$ cat config.mk
export PLATFORM = sky130hd
export DESIGN_NAME = frame_painter
export DESIGN_NICKNAME = d
export VERILOG_FILES = /design/src/rtl/frame_painter_pkg.sv /design/src/rtl/frame_painter_rect_scanner.sv /design/src/rtl/frame_painter.sv
export SDC_FILE = /design/constraint.sdc
export NUM_CORES = 1
export LEC_CHECK = 0
export ABC_AREA = 1
export CAP_MARGIN = 25
export CORE_MARGIN = 1.5
export CORE_UTILIZATION = 45
export DETAILED_ROUTE_END_ITERATION = 10
export HOLD_SLACK_MARGIN = 0.02
export PLACE_DENSITY = 0.71
export SETUP_SLACK_MARGIN = 0.15
export SYNTH_ARGS = -nofsm -noshare
export SYNTH_HDL_FRONTEND = slang
export SYNTH_SLANG_ARGS = --single-unit
$ cat constraint.sdc
create_clock -name clk -period 3.2 [get_ports clk]
set_clock_uncertainty 0.05 [all_clocks]
set_input_delay 0.32 -clock clk [delete_from_list [all_inputs] [get_ports clk]]
set_output_delay 0.32 -clock clk [all_outputs]
set_load 0.005 [all_outputs]
$ cat src/rtl/frame_painter_pkg.sv
// Shared state encoding, framebuffer geometry and palette indices for the frame painter.
package frame_painter_pkg;

   localparam int FB_W_DEF = 320;
   localparam int FB_H_DEF = 240;

   // Palette indices as decoded by the VGA driver's colour lookup.
   localparam logic [3:0] PAL_BLACK  = 4'd0;
   localparam logic [3:0] PAL_RED    = 4'd4;
   localparam logic [3:0] PAL_WATER  = 4'd5;
   localparam logic [3:0] PAL_LOG    = 4'd6;
   localparam logic [3:0] BG_GRASS   = 4'd8;
   localparam logic [3:0] PAL_ROAD   = 4'd12;
   localparam logic [3:0] PAL_PLAYER = 4'd13;
   localparam logic [3:0] PAL_WHITE  = 4'd15;

   typedef enum logic [2:0] {
      IDLE,
      CLEAR,
      WAIT_CMD,
      DRAW,
      DONE
   } state_t;

   function automatic logic rect_empty(input logic [9:0] w, input logic [9:0] h);
      return (w == 10'd0) || (h == 10'd0);
   endfunction

endpackage

$ cat src/rtl/frame_painter_rect_scanner.sv
// Walks a rectangle one position per step, x fastest, and flags the final position.
module rect_scanner
   import frame_painter_pkg::*;
#(
   parameter int LIM_W = FB_W_DEF,
   parameter int LIM_H = FB_H_DEF
) (
   input  logic       clk,
   input  logic       rst_n,
   input  logic       load,
   input  logic       step,
   input  logic [9:0] org_x,
   input  logic [9:0] org_y,
   input  logic [9:0] size_w,
   input  logic [9:0] size_h,
   output logic [9:0] pos_x,
   output logic [9:0] pos_y,
   output logic       last,
   output logic       nxt_inside
);

   // 11-bit positions so origin+size past 1023 stays off-screen instead of wrapping.
   logic [10:0] px_q, px_d;
   logic [10:0] py_q, py_d;
   logic [10:0] org_x_q, org_x_d;
   logic [10:0] end_x_q, end_x_d;
   logic [10:0] end_y_q, end_y_d;

   always_comb begin
      // NOTE: every _d gets a default first so no path leaves it unassigned (no latch).
      px_d    = px_q;
      py_d    = py_q;
      org_x_d = org_x_q;
      end_x_d = end_x_q;
      end_y_d = end_y_q;
      if (load) begin
         px_d    = {1'b0, org_x};
         py_d    = {1'b0, org_y};
         org_x_d = {1'b0, org_x};
         end_x_d = {1'b0, org_x} + {1'b0, size_w} - 11'd1;
         end_y_d = {1'b0, org_y} + {1'b0, size_h} - 11'd1;
      end else if (step) begin
         if (px_q == end_x_q) begin
            px_d = org_x_q;
            py_d = py_q + 11'd1;
         end else begin
            px_d = px_q + 11'd1;
         end
      end
   end

   // NOTE: the scanner is a handful of flops, not a memory, so all of it takes the reset.
   always_ff @(posedge clk or negedge rst_n) begin
      if (!rst_n) begin
         px_q    <= '0;
         py_q    <= '0;
         org_x_q <= '0;
         end_x_q <= '0;
         end_y_q <= '0;
      end else begin
         // NOTE: non-blocking so every flop samples the pre-edge values of the others.
         px_q    <= px_d;
         py_q    <= py_d;
         org_x_q <= org_x_d;
         end_x_q <= end_x_d;
         end_y_q <= end_y_d;
      end
   end

   assign pos_x      = px_q[9:0];
   assign pos_y      = py_q[9:0];
   assign last       = (px_q == end_x_q) && (py_q == end_y_q);
   assign nxt_inside = (px_d < 11'(LIM_W)) && (py_d < 11'(LIM_H));

endmodule

$ cat src/rtl/frame_painter.sv
// Per-frame background clear followed by rectangle rasterisation, one pixel per clock,
// feeding the double-buffered VGA driver's write port.
module frame_painter
   import frame_painter_pkg::*;
#(
   parameter int         FB_W      = FB_W_DEF,
   parameter int         FB_H      = FB_H_DEF,
   parameter logic [3:0] BG_COLOUR = BG_GRASS
) (
   input  logic       clk,
   input  logic       rst_n,
   input  logic       frame_update,
   input  logic       cmd_valid,
   output logic       cmd_ready,
   input  logic [9:0] cmd_x,
   input  logic [9:0] cmd_y,
   input  logic [9:0] cmd_w,
   input  logic [9:0] cmd_h,
   input  logic [3:0] cmd_colour,
   input  logic       cmd_last,
   output logic       valid,
   output logic [9:0] O_x,
   output logic [9:0] O_y,
   output logic [3:0] O_colour,
   output logic       frame_done,
   output logic       frame_overrun
);

   state_t     state_q, state_d;
   logic       fu_q, fu_d;
   logic       valid_q, valid_d;
   logic       cmd_ready_q, cmd_ready_d;
   logic [3:0] colour_q, colour_d;
   logic       frame_done_q, frame_done_d;
   logic       frame_overrun_q, frame_overrun_d;
   logic       last_q, last_d;

   logic       frame_edge;
   logic       handshake;
   logic       sc_load, sc_step, sc_last, sc_nxt_inside;
   logic [9:0] sc_org_x, sc_org_y, sc_w, sc_h;
   logic [9:0] sc_pos_x, sc_pos_y;

   assign frame_edge = frame_update & ~fu_q;
   assign handshake  = cmd_valid & cmd_ready_q;

   rect_scanner #(
      .LIM_W (FB_W),
      .LIM_H (FB_H)
   ) u_scanner (
      .clk        (clk),
      .rst_n      (rst_n),
      .load       (sc_load),
      .step       (sc_step),
      .org_x      (sc_org_x),
      .org_y      (sc_org_y),
      .size_w     (sc_w),
      .size_h     (sc_h),
      .pos_x      (sc_pos_x),
      .pos_y      (sc_pos_y),
      .last       (sc_last),
      .nxt_inside (sc_nxt_inside)
   );

   always_comb begin
      state_d         = state_q;
      fu_d            = frame_update;
      valid_d         = valid_q;
      cmd_ready_d     = cmd_ready_q;
      colour_d        = colour_q;
      frame_done_d    = frame_done_q;
      frame_overrun_d = 1'b0;
      last_d          = last_q;
      sc_load         = 1'b0;
      sc_step         = 1'b0;
      sc_org_x        = 10'd0;
      sc_org_y        = 10'd0;
      sc_w            = 10'(FB_W);
      sc_h            = 10'(FB_H);

      // A frame edge restarts the clear from any state, abandoning whatever was in flight.
      if (frame_edge) begin
         state_d         = CLEAR;
         sc_load         = 1'b1;
         valid_d         = sc_nxt_inside;
         colour_d        = BG_COLOUR;
         cmd_ready_d     = 1'b0;
         frame_done_d    = 1'b0;
         frame_overrun_d = (state_q == CLEAR) || (state_q == WAIT_CMD) || (state_q == DRAW);
      end else begin
         case (state_q)
            IDLE: begin
               valid_d     = 1'b0;
               cmd_ready_d = 1'b0;
            end
            CLEAR: begin
               if (sc_last) begin
                  state_d     = WAIT_CMD;
                  valid_d     = 1'b0;
                  cmd_ready_d = 1'b1;
               end else begin
                  sc_step = 1'b1;
                  valid_d = sc_nxt_inside;
               end
            end
            WAIT_CMD: begin
               valid_d     = 1'b0;
               cmd_ready_d = 1'b1;
               if (handshake) begin
                  last_d   = cmd_last;
                  colour_d = cmd_colour;
                  if (rect_empty(cmd_w, cmd_h)) begin
                     if (cmd_last) begin
                        state_d      = DONE;
                        cmd_ready_d  = 1'b0;
                        frame_done_d = 1'b1;
                     end
                  end else begin
                     state_d     = DRAW;
                     cmd_ready_d = 1'b0;
                     sc_load     = 1'b1;
                     sc_org_x    = cmd_x;
                     sc_org_y    = cmd_y;
                     sc_w        = cmd_w;
                     sc_h        = cmd_h;
                     valid_d     = sc_nxt_inside;
                  end
               end
            end
            DRAW: begin
               if (sc_last) begin
                  valid_d = 1'b0;
                  if (last_q) begin
                     state_d      = DONE;
                     frame_done_d = 1'b1;
                  end else begin
                     state_d     = WAIT_CMD;
                     cmd_ready_d = 1'b1;
                  end
               end else begin
                  sc_step = 1'b1;
                  valid_d = sc_nxt_inside;
               end
            end
            DONE: begin
               valid_d      = 1'b0;
               cmd_ready_d  = 1'b0;
               frame_done_d = 1'b1;
            end
            default: begin
               state_d     = IDLE;
               valid_d     = 1'b0;
               cmd_ready_d = 1'b0;
            end
         endcase
      end
   end

   always_ff @(posedge clk or negedge rst_n) begin
      if (!rst_n) begin
         state_q         <= IDLE;
         fu_q            <= 1'b0;
         valid_q         <= 1'b0;
         cmd_ready_q     <= 1'b0;
         colour_q        <= 4'd0;
         frame_done_q    <= 1'b0;
         frame_overrun_q <= 1'b0;
         last_q          <= 1'b0;
      end else begin
         state_q         <= state_d;
         fu_q            <= fu_d;
         valid_q         <= valid_d;
         cmd_ready_q     <= cmd_ready_d;
         colour_q        <= colour_d;
         frame_done_q    <= frame_done_d;
         frame_overrun_q <= frame_overrun_d;
         last_q          <= last_d;
      end
   end

   assign cmd_ready     = cmd_ready_q;
   assign valid         = valid_q;
   assign O_x           = sc_pos_x;
   assign O_y           = sc_pos_y;
   assign O_colour      = colour_q;
   assign frame_done    = frame_done_q;
   assign frame_overrun = frame_overrun_q;

endmodule

Word level (Yosys, flattened, before mapping)
Cells that the tools add are included.

storage, ports and cells
  register bits after elaboration = 67
  bits in latches = 0
  RAM bits = 0
  memory bits (read-only) = 0
  input bits = 49
  output and inout bits = 28
  logic and storage cells = 119
  memories kept = 0

cells by class
  $add $sub $neg = 6
  multiply operators = 0
  divide/modulo/power cells = 0
  $lt $le $gt $ge = 2
  eq/ne operators = 15
  shifts and indexed selects = 0
  mux-type cells = 61
  bitwise logic cells = 4
  reduce and logical (&&, ||, !) cells = 18

operators by type and width
  kind                   number
  $mux 10                16
  $mux 11                6
  $mux 1                 25
  $add 10x10->11         2
  $add 11x1->11 const B  2
  $eq 11x11->1           2
  $sub 11x1->11 const B  2
  $mux 3                 7
  $logic_not 10->1       2
  $ne 3x3->1 const B     6
  $mux 4                 3
  $pmux 3 s4             1
  $lt 11x8->1 const B    1
  $lt 11x9->1 const B    1
  $eq 3x2->1 const B     2
  $pmux 1 s3             2
  $reduce_and 3->1       2
  $reduce_and 6->1       1
  $reduce_and 5->1       1
  $ne 4x4->1 const B     1
  $reduce_bool 2->1      2
  $reduce_bool 4->1      1
  $reduce_or 2->1        2
  $eq 3x1->1 const B     1
  other kinds (10)       15

Longest topological paths before layout
Gate-level depths: netlist of run 1.

  word-level depth = 13
  mapped depth = 27
  mapped depth without buffers = 24

Hierarchy
From an unflattened synthesis of run 1, not the netlist that was laid out.

unflattened totals
  cell total of the unflattened synthesis = 853
  area, all modules = 5704.2 um^2

modules (own cells, without submodules)
  module         times used  cells an instance  area an instance (um^2)  seq. area each (um^2)
  rect_scanner   1           656                4504.3                   1351.3
  frame_painter  1           197                1199.9                   325.3

Worst setup path after synthesis of run 1
OpenSTA, ideal clock, no wires.

  path kind = flip-flop to flip-flop
  from = register state_q[2]
  to = register u_scanner.end_y_q[9]
  setup time = 0.127 ns
  arrival = 3.365 ns
  data required time = 3.023 ns
  setup slack = -0.342 ns
  cell stages (with the launch flop) = 25
  buffers on the path = 3
  clock period less this slack = 3.542 ns
  path through = dfrtp_1 nor2_2 inv_2 nor2_2 nand2_1 nor2_1 buf_2 buf_4 buf_2 nand3_1 ha_1 inv_1 ha_1 fa_1 nand3_1 nand3_1 nand2_1 nand2_1 a21oi_1 nor2_1 nor2_1 nor2_1 nor2_1 xor2_1 o21ai_0

between the ends
  word-level cells in the longest chain between the ends = 5
  elaborated cells between the ends (all ways) = 9
  those cells by class = add/sub (2); eq/ne (1); mux (6)

RTL lines
  what                    RTL line                          text
  from (decl)             frame_painter.sv:29               state_t state_q, state_d;
  from (signal assigned)  frame_painter.sv:170              state_q <= state_d;
  $eq 3x2->1 (*)          frame_painter.sv:91               case (state_q)
  $mux 10                 frame_painter.sv:91
  $mux 10                 frame_painter.sv:82               if (frame_edge) begin
  $add 10x10->11          frame_painter_rect_scanner.sv:41  end_y_d = {1'b0, org_y} + {1'b0, size_h} - 11'd1;
  $sub 11x1->11           frame_painter_rect_scanner.sv:41
  to (signal assigned)    frame_painter_rect_scanner.sv:66  end_y_q <= end_y_d;
  to (decl)               frame_painter_rect_scanner.sv:27  logic [10:0] end_y_q, end_y_d;

Every way passes the cells marked *; elsewhere a longest branch is shown, timed or not.
A chain may end at the register's enable or synchronous reset.

Final worst setup path of run 1
  from = register state_q[1]
  to = register u_scanner.end_y_q[9]

Same word-level chain as after synthesis.

==> impl_metrics.py, run 1 <==
metrics = {
    "run_status": {
        "status": "complete, but fails checks",
        "violations": "setup timing",
    },
    "grt": {
        "grt_overflow": 0,
        "antenna_found_initial": 0,
        "grt_usage": 0.264,
        "grt_max_degree": 44,
        "grt_pass1_vias": 5507,
        "grt_pass1_wl_um": 26200,
    },
    "job": {
        "cap_violations": 0,
    },
    "final_layout": {
        "nets": 998,
        "post-route-util": 0.668,
        "antenna_cells": 0,
        "fillCellCount": 856,
        "final_layout_size_suffix_gt1_frac": 0.260,
        "syn2layout_area_growth_pct": 44.8,
    },
    "floorplan": {
        "io_pins": 77,
        "dieArea_mm2": 0.0124,
        "die_x_um": 111,
        "rows": 39,
        "core_area_mm2": 0.0115,
        "initial_utilization": 0.462,
        "chipHeight_um": 111,
    },
    "power_and_ir_drop": {
        "vdd_ir_drop_max_mv": 0.334,
        "cellPowerDensity_mw_per_mm2": 544,
        "p_clk_frac": 0.226,
        "p_sw_uw": 1650,
        "p_sw_frac": 0.395,
        "power_uw": 4170,
        "p_seq_frac": 0.344,
        "static-leakage-power_uw": 0.00373,
        "pwr-share-comb": 0.431,
        "p_int_uw": 2520,
    },
    "logic_synthesis": {
        "syn_area_mm2": 0.00529,
        "synth_cell_types": 38,
        "synth_edf_count": 0,
        "avgSynthCellArea_um2": 7.02,
        "synth_seq_area_share": 0.317,
        "synth_nets": 845,
        "ys.warnings.count": 0,
        "synthFlopType": "dfrtp_1",
        "postSynth.asyncResetShare": 1.00,
        "synth_seq_cells": 67,
        "synthCells": 754,
    },
    "clocking": {
        "cts_sinks": 67,
        "cts-htree-levels": 3,
        "cts-root-buf": "clkbuf_16",
        "tritoncts": "yes",
        "cts-buffers-inserted": 9,
        "clk_pin_slew_worst_paths_ns": 0.06,
        "clock_path_buffers": 2,
        "clock_latency_ns": 0.34,
    },
    "sta": {
        "fmax_mhz": 300,
        "period_share": 1.04,
        "worst_slew_pin_slew_ns": 0.837,
        "maxSlewViolCount": 0,
        "setup_tns_ns": -0.519,
        "setup_viol": 6,
        "min_period_ns": 3.33,
        "worst_slack_ns": -0.131,
        "rsz0062_at_grt": "true",
        "whs_ns": 0.395,
        "slew_headroom": 0.436,
        "finalHoldViolCount": 0,
    },
    "hold_path": {
        "whs_path_depth": 1,
        "min_path_type": "primary input to flop",
        "whs_endpoint": "fu_q",
        "worstHoldStart": "frame_update",
    },
    "detailed_routing": {
        "ant_nets": 0,
        "wirelength_um": 16800,
        "viasPerCell": 5.37,
        "dr.pass1.iters": 7,
        "num_vias": 5661,
        "drt_iter0_markers": 450,
        "wl_per_cell_um": 16.0,
        "drc_errors": 0,
    },
    "place": {
        "io_buffer_count": 76,
        "hpwl_um": 11100,
        "gp_congestion": 0.874,
    },
    "setup_path": {
        "crit_required_ns": 3.38,
        "start_kind": "flop",
        "crit_type": "flop to flop",
        "slowest_stage": "fa_2",
        "slowest_delay_ns": 0.37,
        "worst-path-max-fanout": 8,
        "crit_path_end_kind": "flop",
        "r2r_slack_ns": -0.13,
        "r2r.worst_path.cells": 24,
        "cpMostUsedCell": "nor2_4",
        "rr_startpoint": "state_q[1]",
        "reg2reg_to": "u_scanner.end_y_q[9]",
        "crit_chain": "inv_2 -> nor2_4 -> inv_2 -> nor2_4 -> nand2_2 -> nor2_4 -> buf_12 -> buf_6 -> nand3_4 -> ha_4 -> inv_2 -> buf_6 -> fa_2 -> nand3_2 -> nand3_2 -> nand2_2 -> nand2_2 -> a21oi_4 -> nor2_4 -> nor2_1 -> nor2_1 -> nor2_2 -> xor2_1 -> o21ai_1",
        "worstPathArrival_ns": 3.51,
    },
}
-- final cells by class --
type                    instances  area (um^2)  share of cell area
flip-flops and latches         67         1680               0.219
clock buffers                  13          270              0.0353
multi-input cells             517         3350               0.437
repair buffers                184         1690               0.221
well taps                     143          179              0.0233
inverters                     128          483              0.0630
clock inverters                 2         10.0             0.00131
-- synthesized netlist by cell type, types with 2 or more instances --
cell type / count / area (um^2)
nand2_1: 185 / 694
inv_1: 113 / 424
dfrtp_1: 67 / 1680
nand3_1: 63 / 315
nor2_1: 54 / 203
o21ai_0: 53 / 265
ha_1: 40 / 500
buf_4: 24 / 180
a21oi_1: 18 / 90.1
inv_2: 14 / 52.6
xor2_1: 13 / 114
nor3_1: 12 / 60.1
xnor2_1: 12 / 105
o21ai_1: 11 / 55.1
buf_2: 9 / 45.0
clkbuf_1: 8 / 30.0
o211ai_1: 8 / 60.1
or2_2: 7 / 43.8
nor4_1: 5 / 31.3
nand2_4: 4 / 45.0
nand4_1: 4 / 25.0
nor2_4: 4 / 45.0
a22o_1: 3 / 26.3
a31oi_1: 3 / 18.8
nor2_2: 3 / 18.8
fa_1: 2 / 40.0
nand2_2: 2 / 12.5
nand3b_1: 2 / 15.0
o31ai_1: 2 / 15.0
-- power by group through the flow --
stage | registers (uW) | logic, uW | clock network, uW
after global routing | 1470 | 2000 | 995
after CTS | 1420 | 1730 | 948
after detailed placement | 1430 | 1660 | 0
final | 1430 | 1800 | 940
after floorplan | 1340 | 1220 | 0
after global placement | 1420 | 1610 | 0
-- worst max-delay path, delay by kind of cell (launching register included) --
family | cells | cell delay, ns
AND/OR/NAND/NOR | 13 | 1.21
AO/OA/AOI/OAI | 2 | 0.26
XOR/XNOR | 1 | 0.18
buffers and inverters | 6 | 0.54
flip-flops | 1 | 0.36
adder cells (fa/ha/maj) | 2 | 0.64
-- flip-flops by register name, indices dropped and copies added, names as in the netlist, 3 cells and up --
name / flops
O_colour: 4
state_q: 3
u_scanner.end_x_q: 11
u_scanner.end_y_q: 11
u_scanner.org_x_q: 10
u_scanner.px_q: 11
u_scanner.py_q: 11
-- metal layers --
layer,share of wire,track usage,up-vias
met5,0,0,-
met4,0.038,0.125,0
met3,0.060,0.0392,55
met2,0.51,0.453,236
met1,0.40,0.328,2677
li1,-,-,2693
-- cells in the final DEF, fill, tap and decap left out, drive strengths merged, types with 2 or more instances in the layout --
master	Yosys	layout
nand4	4	4
inv	127	127
clkbuf	8	13
xnor2	12	12
a21oi	19	19
nand3b	2	2
a22o	3	3
clkdlybuf4s50	0	69
nand3	63	63
nor3	12	12
fa	2	2
nor2	62	62
o31ai	2	2
or2	7	7
dfrtp	67	67
xor2	13	13
dlygate4sd2	0	5
o211ai	8	8
ha	40	40
nor4	5	5
buf	34	108
o21ai	64	64
a31oi	3	3
clkinv	1	3
nand2	191	191
-- metrics by stage --
stage / area, um^2 / setup slack [ns] / std cells
finish: 7660 / -0.131 / 1054
CTS: 7340 / 0.00476 / 1044
global route: 7660 / -0.311 / 1054
floorplan: 5370 / -0.0831 / 754
detailed placement: 6630 / -0.791 / 1004
global placement: 6630 / -0.702 / 1004
-- cell families (layout without fill, tap and decap cells) --
| logic type | after synthesis | in the layout | share of synthesized area |
|---|---|---|---|
| simple gates | 346 | 346 | 0.289 |
| buf+inv | 170 | 327 | 0.141 |
| compound gates | 103 | 103 | 0.108 |
| flops | 67 | 67 | 0.317 |
| fa+ha+maj | 42 | 42 | 0.102 |
| xor+xnor | 25 | 25 | 0.0414 |
| mux | 1 | 1 | 0.00189 |
-- how the worst max path moves through the flow --
stage          startpoint               endpoint  slack (ns)  cells past startpoint
3_5_place_dp     cmd_h[6]  u_scanner.end_x_q[10]       -0.79                     24
4_1_cts        state_q[2]   u_scanner.end_y_q[9]       0.005                     23
2_1_floorplan  state_q[1]   u_scanner.end_y_q[9]       -0.08                     25
5_1_grt        state_q[1]   u_scanner.end_x_q[9]       -0.31                     24
6_report       state_q[1]   u_scanner.end_y_q[9]       -0.13                     24
3_3_place_gp     cmd_h[6]  u_scanner.end_x_q[10]       -0.70                     24
-- timing repair --
| item | 4_1_cts | 5_1_grt |
|---|---|---|
| resized for setup | 59 | 46 |
| hold buffers | 0 | 1 |
| hold endpoints to repair | 0 | 18 |
| setup endpoints to repair | 15 | 13 |
| cloned | 1 | 0 |
| pin swaps | 29 | 35 |
| setup buffers | 24 | 8 |
No activity file was read; power rests on OpenSTA's default activity.
==> inputs of run 2 (changes only) <==
--- a/config.mk
+++ b/config.mk
@@ -10,8 +10,9 @@
 export CORE_MARGIN = 1.5
 export CORE_UTILIZATION = 45
 export DETAILED_ROUTE_END_ITERATION = 10
+export GPL_ROUTABILITY_DRIVEN = 0
 export HOLD_SLACK_MARGIN = 0.02
-export PLACE_DENSITY = 0.71
+export PLACE_DENSITY = 0.68
 export SETUP_SLACK_MARGIN = 0.15
 export SYNTH_ARGS = -nofsm -noshare
 export SYNTH_HDL_FRONTEND = slang
==> constraint.sdc (replaced) <==
create_clock -name clk -period 3.45 [get_ports clk]
set_clock_uncertainty 0.05 [all_clocks]
set_input_delay 0.345 -clock clk [delete_from_list [all_inputs] [get_ports clk]]
set_output_delay 0.345 -clock clk [all_outputs]
set_load 0.005 [all_outputs]
==> impl_metrics.py, run 2 (synthesized netlist as in run 1, its figures left out) <==
metrics = {
    "grt": {
        "grt_pass1_vias": 5195,
        "antenna_found_initial": 0,
        "grt_pass1_wl_um": 25100,
        "grt_overflow": 0,
        "grt_usage": 0.254,
        "grt_max_degree": 40,
    },
    "setup_path": {
        "reg2reg_to": "u_scanner.end_y_q[10]",
        "slowest_delay_ns": 0.41,
        "cp.depth": 21,
        "worstSetupStartpoint": "state_q[1]",
        "crit_end": "u_scanner.end_y_q[10]",
        "rr_startpoint": "state_q[1]",
        "cp_num_buf_inv": 8,
        "r2r_slack_ns": 0.03,
        "crit_chain": "inv_2 -> nor2_4 -> inv_2 -> nor2_4 -> nand2_2 -> nor2_4 -> buf_6 -> buf_16 -> inv_2 -> nor3_1 -> inv_1 -> ha_1 -> inv_1 -> ha_1 -> inv_1 -> a21oi_2 -> or2_2 -> a21oi_2 -> nand2_1 -> nand3_1 -> o21ai_0",
        "worstPathArrival_ns": 3.57,
        "crit_path_end_kind": "flop",
        "crit_family": "simple AND/OR/NAND/NOR gates",
        "start_kind": "flop",
        "crit_type": "flop to flop",
        "r2r.worst_path.cells": 21,
        "worst-path-max-fanout": 8,
        "crit_required_ns": 3.61,
        "slowest_stage": "nor3_1",
    },
    "detailed_routing": {
        "wirelength_um": 15700,
        "dr.pass1.iters": 5,
        "met3WireLength_um": 936,
        "met2_length_um": 7730,
        "wl_per_cell_um": 15.2,
        "topRoutingLayerUsed": "met4",
        "ant_nets": 0,
        "drt_iter0_markers": 348,
        "drc_errors": 0,
        "num_vias": 5426,
        "viasPerCell": 5.26,
        "wl_met1_um": 6450,
    },
    "clocking": {
        "cts_sinks": 67,
        "clk_pin_slew_worst_paths_ns": 0.06,
        "clock_latency_ns": 0.35,
        "cts-htree-levels": 3,
        "clock_path_buffers": 2,
        "cts-root-buf": "clkbuf_16",
        "cts-buffers-inserted": 9,
        "tritoncts": "yes",
    },
    "final_layout": {
        "layoutNonFillerInstCount": 1031,
        "post-route-util": 0.655,
        "final_cell_mix": "172 x nand2_1, 104 x inv_1, 74 x buf_4",
        "nets": 974,
        "final_common_cell": "nand2_1",
        "syn2layout_area_growth_pct": 41.8,
        "antenna_cells": 0,
        "final_layout_size_suffix_gt1_frac": 0.243,
    },
    "power_and_ir_drop": {
        "p_clk_frac": 0.259,
        "cellPowerDensity_mw_per_mm2": 529,
        "static-leakage-power_uw": 0.00364,
        "p_seq_frac": 0.334,
        "p_int_uw": 2430,
        "p_sw_uw": 1540,
        "vdd_ir_drop_max_mv": 0.331,
        "p_sw_frac": 0.388,
        "pwr-share-comb": 0.407,
    },
    "floorplan": {
        "rows": 39,
        "initial_utilization": 0.462,
        "chipHeight_um": 111,
        "io_pins": 77,
        "core_area_mm2": 0.0115,
        "dieArea_mm2": 0.0124,
        "die_x_um": 111,
    },
    "place": {
        "io_buffer_count": 76,
        "hpwl_um": 11000,
        "dp_cells": 993,
        "dpl_worst_slack_ns": -0.444,
    },
    "sta": {
        "worst_slew_pin_slew_ns": 0.813,
        "maxSlewViolCount": 0,
        "fmax_mhz": 293,
        "rsz0062_at_grt": "true",
        "finalHoldViolCount": 0,
        "slew_headroom": 0.452,
        "min_period_ns": 3.42,
        "setup_viol": 0,
        "worst_slack_ns": 0.0336,
        "period_share": 0.990,
    },
    "job": {
        "cap_violations": 0,
    },
    "run_status": {
        "status": "complete, no violations",
    },
    "hold_path": {
        "min_path_type": "primary input to async pin",
    },
}
[run 2: cell types whose count changed in the layout (fill, tap and decap cells not counted), moves of 4 or more]
| cell | delta |
|---|---|
| buf_12 | -6 |
| o21ai_1 | -5 |
| buf_4 | -22 |
| ha_4 | +4 |
| o21ai_0 | +6 |
| a21oi_2 | +5 |
| a21oi_4 | -5 |
| nor2_1 | +4 |
[run 2: power by group through the flow]
stage	logic [uW]	registers [uW]	clock network, uW
5_1_grt	1800	1360	1070
2_1_floorplan	1130	1240	0
6_report	1620	1330	1030
4_1_cts	1570	1320	1030
3_5_place_dp	1520	1330	0
3_3_place_gp	1480	1320	0
[run 2: worst min-delay path by stage]
stage                           end  slack (ns)                 start
6_report          u_scanner.py_q[2]        0.04                 rst_n
5_1_grt           u_scanner.py_q[0]        0.10                 rst_n
4_1_cts        u_scanner.end_y_q[6]        0.06                 rst_n
3_5_place_dp   u_scanner.org_x_q[9]        0.41  u_scanner.org_x_q[9]
3_3_place_gp   u_scanner.org_x_q[0]        0.40  u_scanner.org_x_q[0]
2_1_floorplan           O_colour[0]     -0.0006                 rst_n
[run 2: layout make-up]
cell class | count | area, um^2
fill | 951 | 3960
multi-input combinational | 517 | 3360
sequential | 67 | 1680
timing repair buffer | 160 | 1480
inverter | 128 | 483
clock buffer | 10 | 239
tap | 143 | 179
clock inverter | 6 | 88.8
[run 2: metrics by stage]
| stage | hold WS [ns] | setup TNS [ns] | total power (uW) | area, um^2 |
|---|---|---|---|---|
| 2_1_floorplan | -0.000591 | 0 | 2370 | 5330 |
| 3_3_place_gp | 0.403 | -1.47 | 2800 | 6470 |
| 3_5_place_dp | 0.408 | -1.94 | 2850 | 6470 |
| 4_1_cts | 0.0620 | 0 | 3930 | 7210 |
| 5_1_grt | 0.100 | -0.472 | 4230 | 7510 |
| 6_report | 0.0430 | 0 | 3970 | 7510 |
[run 2: worst register-to-register path, cell delays in order, from the launching register on]
cell,delay (ns)
dfrtp_1,0.37
inv_2,0.06
nor2_4,0.12
inv_2,0.05
nor2_4,0.09
nand2_2,0.07
nor2_4,0.21
buf_6,0.15
buf_16,0.14
inv_2,0.10
nor3_1,0.42
inv_1,0.10
ha_1,0.29
inv_1,0.04
ha_1,0.28
inv_1,0.09
a21oi_2,0.04
or2_2,0.28
a21oi_2,0.12
nand2_1,0.06
nand3_1,0.06
o21ai_0,0.08
[run 2: timing repair]
action | CTS | global route
cloned | 2 | 0
setup endpoints to repair | 5 | 8
buffers inserted | 14 | 6
resized for setup | 54 | 50
pin swaps | 30 | 34
hold buffers | 0 | 0
[run 2: per-layer routing]
layer,global-route usage,up-vias
met2,0.423,181
met5,0,-
met1,0.318,2552
met3,0.0479,42
met4,0.123,0
li1,-,2651
==> patch 1, RTL diff (config.mk and constraints of run 1) <==
Reset style: synchronous (`rst_n`), changed in 2 clocked blocks.
--- a/src/rtl/frame_painter_rect_scanner.sv
+++ b/src/rtl/frame_painter_rect_scanner.sv
@@ -52,3 +52,3 @@
    // NOTE: the scanner is a handful of flops, not a memory, so all of it takes the reset.
-   always_ff @(posedge clk or negedge rst_n) begin
+   always_ff @(posedge clk) begin
       if (!rst_n) begin
--- a/src/rtl/frame_painter.sv
+++ b/src/rtl/frame_painter.sv
@@ -158,3 +158,3 @@
 
-   always_ff @(posedge clk or negedge rst_n) begin
+   always_ff @(posedge clk) begin
       if (!rst_n) begin
Formal check against the unedited RTL: differs if rst_n is asserted again (counterexample within 4 cycles, from zero or initial values and one cycle with rst_n low); with rst_n held inactive, the same outputs for 10 cycles.
==> patch 1 against run 1 <==
- critical path type unchanged
- non-clock buffer count is 9 lower
- highest routed layer unchanged
- critical endpoint is now u_scanner.end_x_q[9]$_SDFFE_PN0P_
- wire length is 16% lower
- synthesized area is 5.2% lower
- worst setup slack better by 110 ps
- the flow still finishes with violations (setup timing)
- global-route usage is 1.6 points lower
- fmax is 3.5% higher
- count of clock-buffer cells in the layout is 2 lower
- sequential cell count stayed put
- design area is 9.9% lower
- cell count is 1.5% lower
Power is not compared: it rests on default switching activity, and its combinational part moved more than twofold at a synthesized area within 25%.
==> patch 1: results (changes against run 1) <==
met3RoutedLength_um: 682  # -33%
last_element_of_the_critical_path: "u_scanner.end_x_q[9]$_SDFFE_PN0P_"
async_flop_share: 0  # -1.000
firstDrtPassIters: 5  # -2
fill_cells: 953  # +11%
clk_latency_ps: 360  # +20 ps
maxUsedRoutingLayer: "met4"
postLayoutSetupSlackWorst_ps: -19.43  # +111.4 ps
min-delay-path-class: "reg2reg"
use_met3: 0.02809  # -0.01110
status: "complete, but fails checks"
grt_use_met2: 0.4169  # -0.03587
cpPeakStageDelay_ps: 390  # +20 ps
hpwl_um: 10310  # -7.3%
r2r.worst_path.cells: 23  # -4.2%
synth_top_cells_by_area: "dfxtp_1 27%, nand2_1 14%, ha_1 10%"
timing.critical_path.slowest_stage_cell: "fa_2"
crit_fanout: 7  # -1
synth.cells.most_frequent: "181 x nand2_1, 100 x inv_1, 72 x nor2_1"
violations: "setup timing"
synth_top_flop_cell: "dfxtp_1"
yosys.cell_types.count: 37  # -2.6%
dr_total_vias: 5182  # -8.5%
global_route_wire_length_before_repair_um: 22650  # -13%
grt_max_degree: 35  # -20%
ys_seq_area_frac: 0.2672  # -0.04951
syn_nets: 844  # -0.12%
ir_drop_mv: 0.1771
groute.layer.met1.usage: 0.3204  # -0.007312
m1WireLength_um: 6509  # -2.2%
fin_nets: 984  # -1.4%
worst_hold_startpoint: "frame_done$_SDFFE_PP0P_"
worst_setup_hold_path_clk_slew_ps: 70
placer_congestion: 0.8873  # +1.5%
met2RoutedLength_um: 6559  # -23%
cts.root.buffer_cell: "clkbuf_8"
critical_path_at_ps: 3410  # -100 ps
initialDrtViolationCount: 386  # -14%
timing.critical_path.from: "state_q[2]$_SDFFE_PP0P_"
drt-wirelength-per-cell_um: 13.66  # -14%
vias_in_the_first_global_route: 4946  # -10%
slew-limit-headroom: 0.4349  # -0.0008890
final_setup_fails: 1  # -5
critPathTopFamily: "adder cells"
post_route_cells_drive_above_1_share: 0.2261  # -0.03410
grt.total_usage: 0.2481  # -0.01610
## patch 1: timing repair
item / 4_1_cts / 5_1_grt
resized for setup: 66 / 27
setup endpoints to repair: 15 / 11
pin swaps: 33 / 13
endpoints found under the hold margin: 0 / 0
buffers inserted: 14 / 4
## patch 1: cell families after synthesis
logic type	count (synthesis)	synth area share
buffers and inverters	151	0.1401
XOR/XNOR	43	0.07502
flip-flops	67	0.2672
AO/OA/AOI/OAI	130	0.1358
adder cells (fa/ha/maj)	42	0.1077
AND/OR/NAND/NOR	320	0.2742
## patch 1: worst min-delay path by stage
stage | to | slack (ps) | cells after the start
after CTS | frame_done$_SDFFE_PP0P_ | 400 | 2
after detailed placement | frame_done$_SDFFE_PP0P_ | 390 | 2
after floorplan | fu_q$_SDFF_PN0_ | 360 | 2
final | frame_done$_SDFFE_PP0P_ | 400 | 2
after global placement | frame_done$_SDFFE_PP0P_ | 390 | 2
after global routing | frame_done$_SDFFE_PP0P_ | 430 | 2
## patch 1: final cells by class
| type | instances | area, µm² | share of cell area |
|---|---|---|---|
| Clock buffer | 11 | 141.4 | 0.02047 |
| Clock inverter | 5 | 28.78 | 0.004167 |
| Inverter | 105 | 399.1 | 0.05779 |
| Multi-Input combinational cell | 535 | 3297 | 0.4774 |
| Sequential cell | 67 | 1344 | 0.1946 |
| Tap cell | 140 | 175.2 | 0.02536 |
| Timing Repair Buffer | 175 | 1521 | 0.2203 |
## patch 1: through the flow
step,std cells,setup slack (ps),power [mW],instance area [µm²],TNS (ps)
floorplan,753,-117.4,1.154,5107,-121.5
CTS,1034,67.68,1.924,6756,0
global route,1038,-241.6,2.004,6907,-832.1
detailed placement,1004,-707.9,1.308,6342,-6701
global placement,1004,-522.0,1.297,6342,-4340
finish,1038,-19.43,1.929,6907,-19.43
==> patch 2, RTL diff (config.mk and constraints of run 1) <==
Made on the original files. `px_q` and `py_q` no longer have a reset.
--- a/src/rtl/frame_painter_rect_scanner.sv
+++ b/src/rtl/frame_painter_rect_scanner.sv
@@ -54,4 +54,2 @@
       if (!rst_n) begin
-         px_q    <= '0;
-         py_q    <= '0;
          org_x_q <= '0;
@@ -61,4 +59,2 @@
          // NOTE: non-blocking so every flop samples the pre-edge values of the others.
-         px_q    <= px_d;
-         py_q    <= py_d;
          org_x_q <= org_x_d;
@@ -67,2 +63,7 @@
       end
+   end
+
+   always_ff @(posedge clk) begin
+      px_q <= px_d;
+      py_q <= py_d;
    end
Check against the original RTL: differs if rst_n is asserted again (counterexample within 4 cycles, from zero or initial values and one cycle with rst_n low); with rst_n held inactive, the same outputs for 10 cycles.
==> patch 2 against run 1 <==
- the flow still finishes with violations (setup timing)
- core utilization grew 5.0 points
- worst setup slack gained 31 ps
- non-clock buffer count grew 4
- total power grew 0.19%
- sequential share of layout area shrank 0.76 points
- wire length grew 3.1%
- global-route usage grew 1.1 points
- design area grew 3.0%
- first-iteration DRC count grew 7.3%
- synthesized area shrank 2.8%
- synthesized cell count shrank 4.6%
- sequential cell count is the same
- highest routed layer unchanged
==> patch 2: results (changes against run 1) <==
worst-slew-pin-transition_ps: 634.2  # -203.3 ps
cts.root.buffer_cell: "clkbuf_16"
critical_path_at_ps: 3450  # -60 ps
clk_latency_ps: 330
yosysWarningCount: 0  # unchanged
wl_um: 17330  # +3.1%
ctsHtreeMaxLevel: 3  # unchanged
firstDrtPassIters: 7  # unchanged
hpwl_um: 10800  # -2.9%
cpPeakStageDelay_ps: 400  # +30 ps
ys_seq_area_frac: 0.3240  # +0.007299
viasPerCell: 5.406  # +0.65%
placer_congestion: 0.9179  # +5.0%
crit_fanout: 4  # -4
syn_nets: 810  # -4.1%
ir_drop_mv: 0.3235  # -3.1%
total_leakage_power_nw: 3.694  # -1.1%
synth_top_cells_by_area: "dfrtp_1 22%, nand2_1 14%, ha_1 9.7%"
ctsLongestPathBuffers: 2  # unchanged
min-delay-path-class: "in2reg"
yosys.cell_types.count: 42  # +11%
violations: "setup timing"
place.port_buffers: 76  # unchanged
number_of_enable_flip_flop_cells_after_synthesis: 10  # +10
vias_in_the_first_global_route: 5203  # -5.5%
initialDrtViolationCount: 483  # +7.3%
status: "complete, but fails checks"
post-place-ws_ps: -584.2  # +206.4 ps
timing.critical_path.slowest_stage_cell: "dfrtp_1"
number_of_clock_buffers_inserted_by_tritoncts: 9  # unchanged
synth_top_flop_cell: "dfrtp_1"
worst_setup_hold_path_clk_slew_ps: 60  # about the same
async_flop_share: 0.6716  # -0.3284
global_route_wire_length_before_repair_um: 25300  # -3.4%
synth.cells.most_frequent: "192 x nand2_1, 94 x inv_1, 66 x nand3_1"
fill_cells: 756  # -12%
final_setup_fails: 6  # unchanged
post_route_cells_drive_above_1_share: 0.2959  # +0.03576
postLayoutSetupSlackWorst_ps: -99.35  # +31.46 ps
fin_nets: 968  # -3.0%
grt.total_usage: 0.2754  # +0.01119
diodes: 0  # unchanged
antenna_found_initial: 0  # unchanged
grt_max_degree: 30  # -32%
-- patch 2: cell type report --
type	instances	share of cell area
Multi-Input combinational cell	508	0.4471
Tap cell	140	0.02219
Sequential cell	67	0.2111
Timing Repair Buffer	188	0.2228
Clock inverter	7	0.01775
Inverter	103	0.05055
Clock buffer	9	0.02853
-- patch 2: through the flow --
step                      hold slack, ps  area, µm²  cells  total power [mW]  setup TNS, ps
after floorplan                   -25.59       5250    719             2.324         -46.77
after global placement             401.2       6445    964             2.753          -4121
after detailed placement           273.0       6465    965             2.795          -5572
after CTS                          406.4       7542   1010             4.081              0
after global routing               428.3       7895   1022             4.412          -1431
final                              404.8       7895   1022             4.178         -342.5
-- patch 2: worst paths after layout --
check / slack, ps / end / from / depth (start not counted)
worst max-delay path: -100 / u_scanner.end_x_q[9]$_DFFE_PN0P_ / state_q[0]$_DFFE_PN0P_ / 22
worst min-delay path: 400 / fu_q$_DFF_PN0_ / frame_update / 1
worst max register to register: -100 / u_scanner.end_x_q[9]$_DFFE_PN0P_ / state_q[0]$_DFFE_PN0P_ / 22
worst min register to register: 410 / u_scanner.org_x_q[1]$_DFFE_PN0P_ / u_scanner.org_x_q[1]$_DFFE_PN0P_ / 2
max in group asynchronous: 2120 / u_scanner.end_y_q[8]$_DFFE_PN0P_ / rst_n / 3
min in group asynchronous: 450 / u_scanner.end_x_q[0]$_DFFE_PN0P_ / rst_n / 2
-- patch 2: what timing repair did --
item                                    in CTS  in global routing
hold buffers                                 1                  0
gates cloned                                 2                  0
gates resized for setup                     85                 68
setup buffers                               26                 12
pin swaps                                   60                 68
endpoints found under the setup margin      12                 12
hold endpoints to repair                    21                  0
-- patch 2: cell families after synthesis --
group / Yosys count / synth area share
buf+inv: 144 / 0.1282
compound gates: 91 / 0.09682
mux: 1 / 0.001946
simple gates: 342 / 0.2895
xor+xnor: 32 / 0.05449
flops: 67 / 0.3240
fa+ha+maj: 42 / 0.1051
-- patch 2: critical path: cells and delay by family, from the launching register on --
family                     cells  cell delay, ps
AOI/OAI and AO/OA              4             360
and+or+nand+nor                8             860
buffers and inverters          6             570
DFF                            1             400
xor gates and xnor gates       1             140
adders and majority gates      3             760
-- patch 2: per-layer routing --
layer / up-vias / part of all wire / track usage
met5: - / 0 / 0
met1: 2563 / 0.41 / 0.3637
met4: 0 / 0.031 / 0.1020
met2: 289 / 0.48 / 0.4508
met3: 51 / 0.082 / 0.04683
li1: 2622 / - / -
-- patch 2: power by group --
group | switching [mW] | internal (mW)
Sequential | 0.240 | 1.08
Clock | 0.393 | 0.839
Combinational | 0.912 | 0.714
Total | 1.54 | 2.63
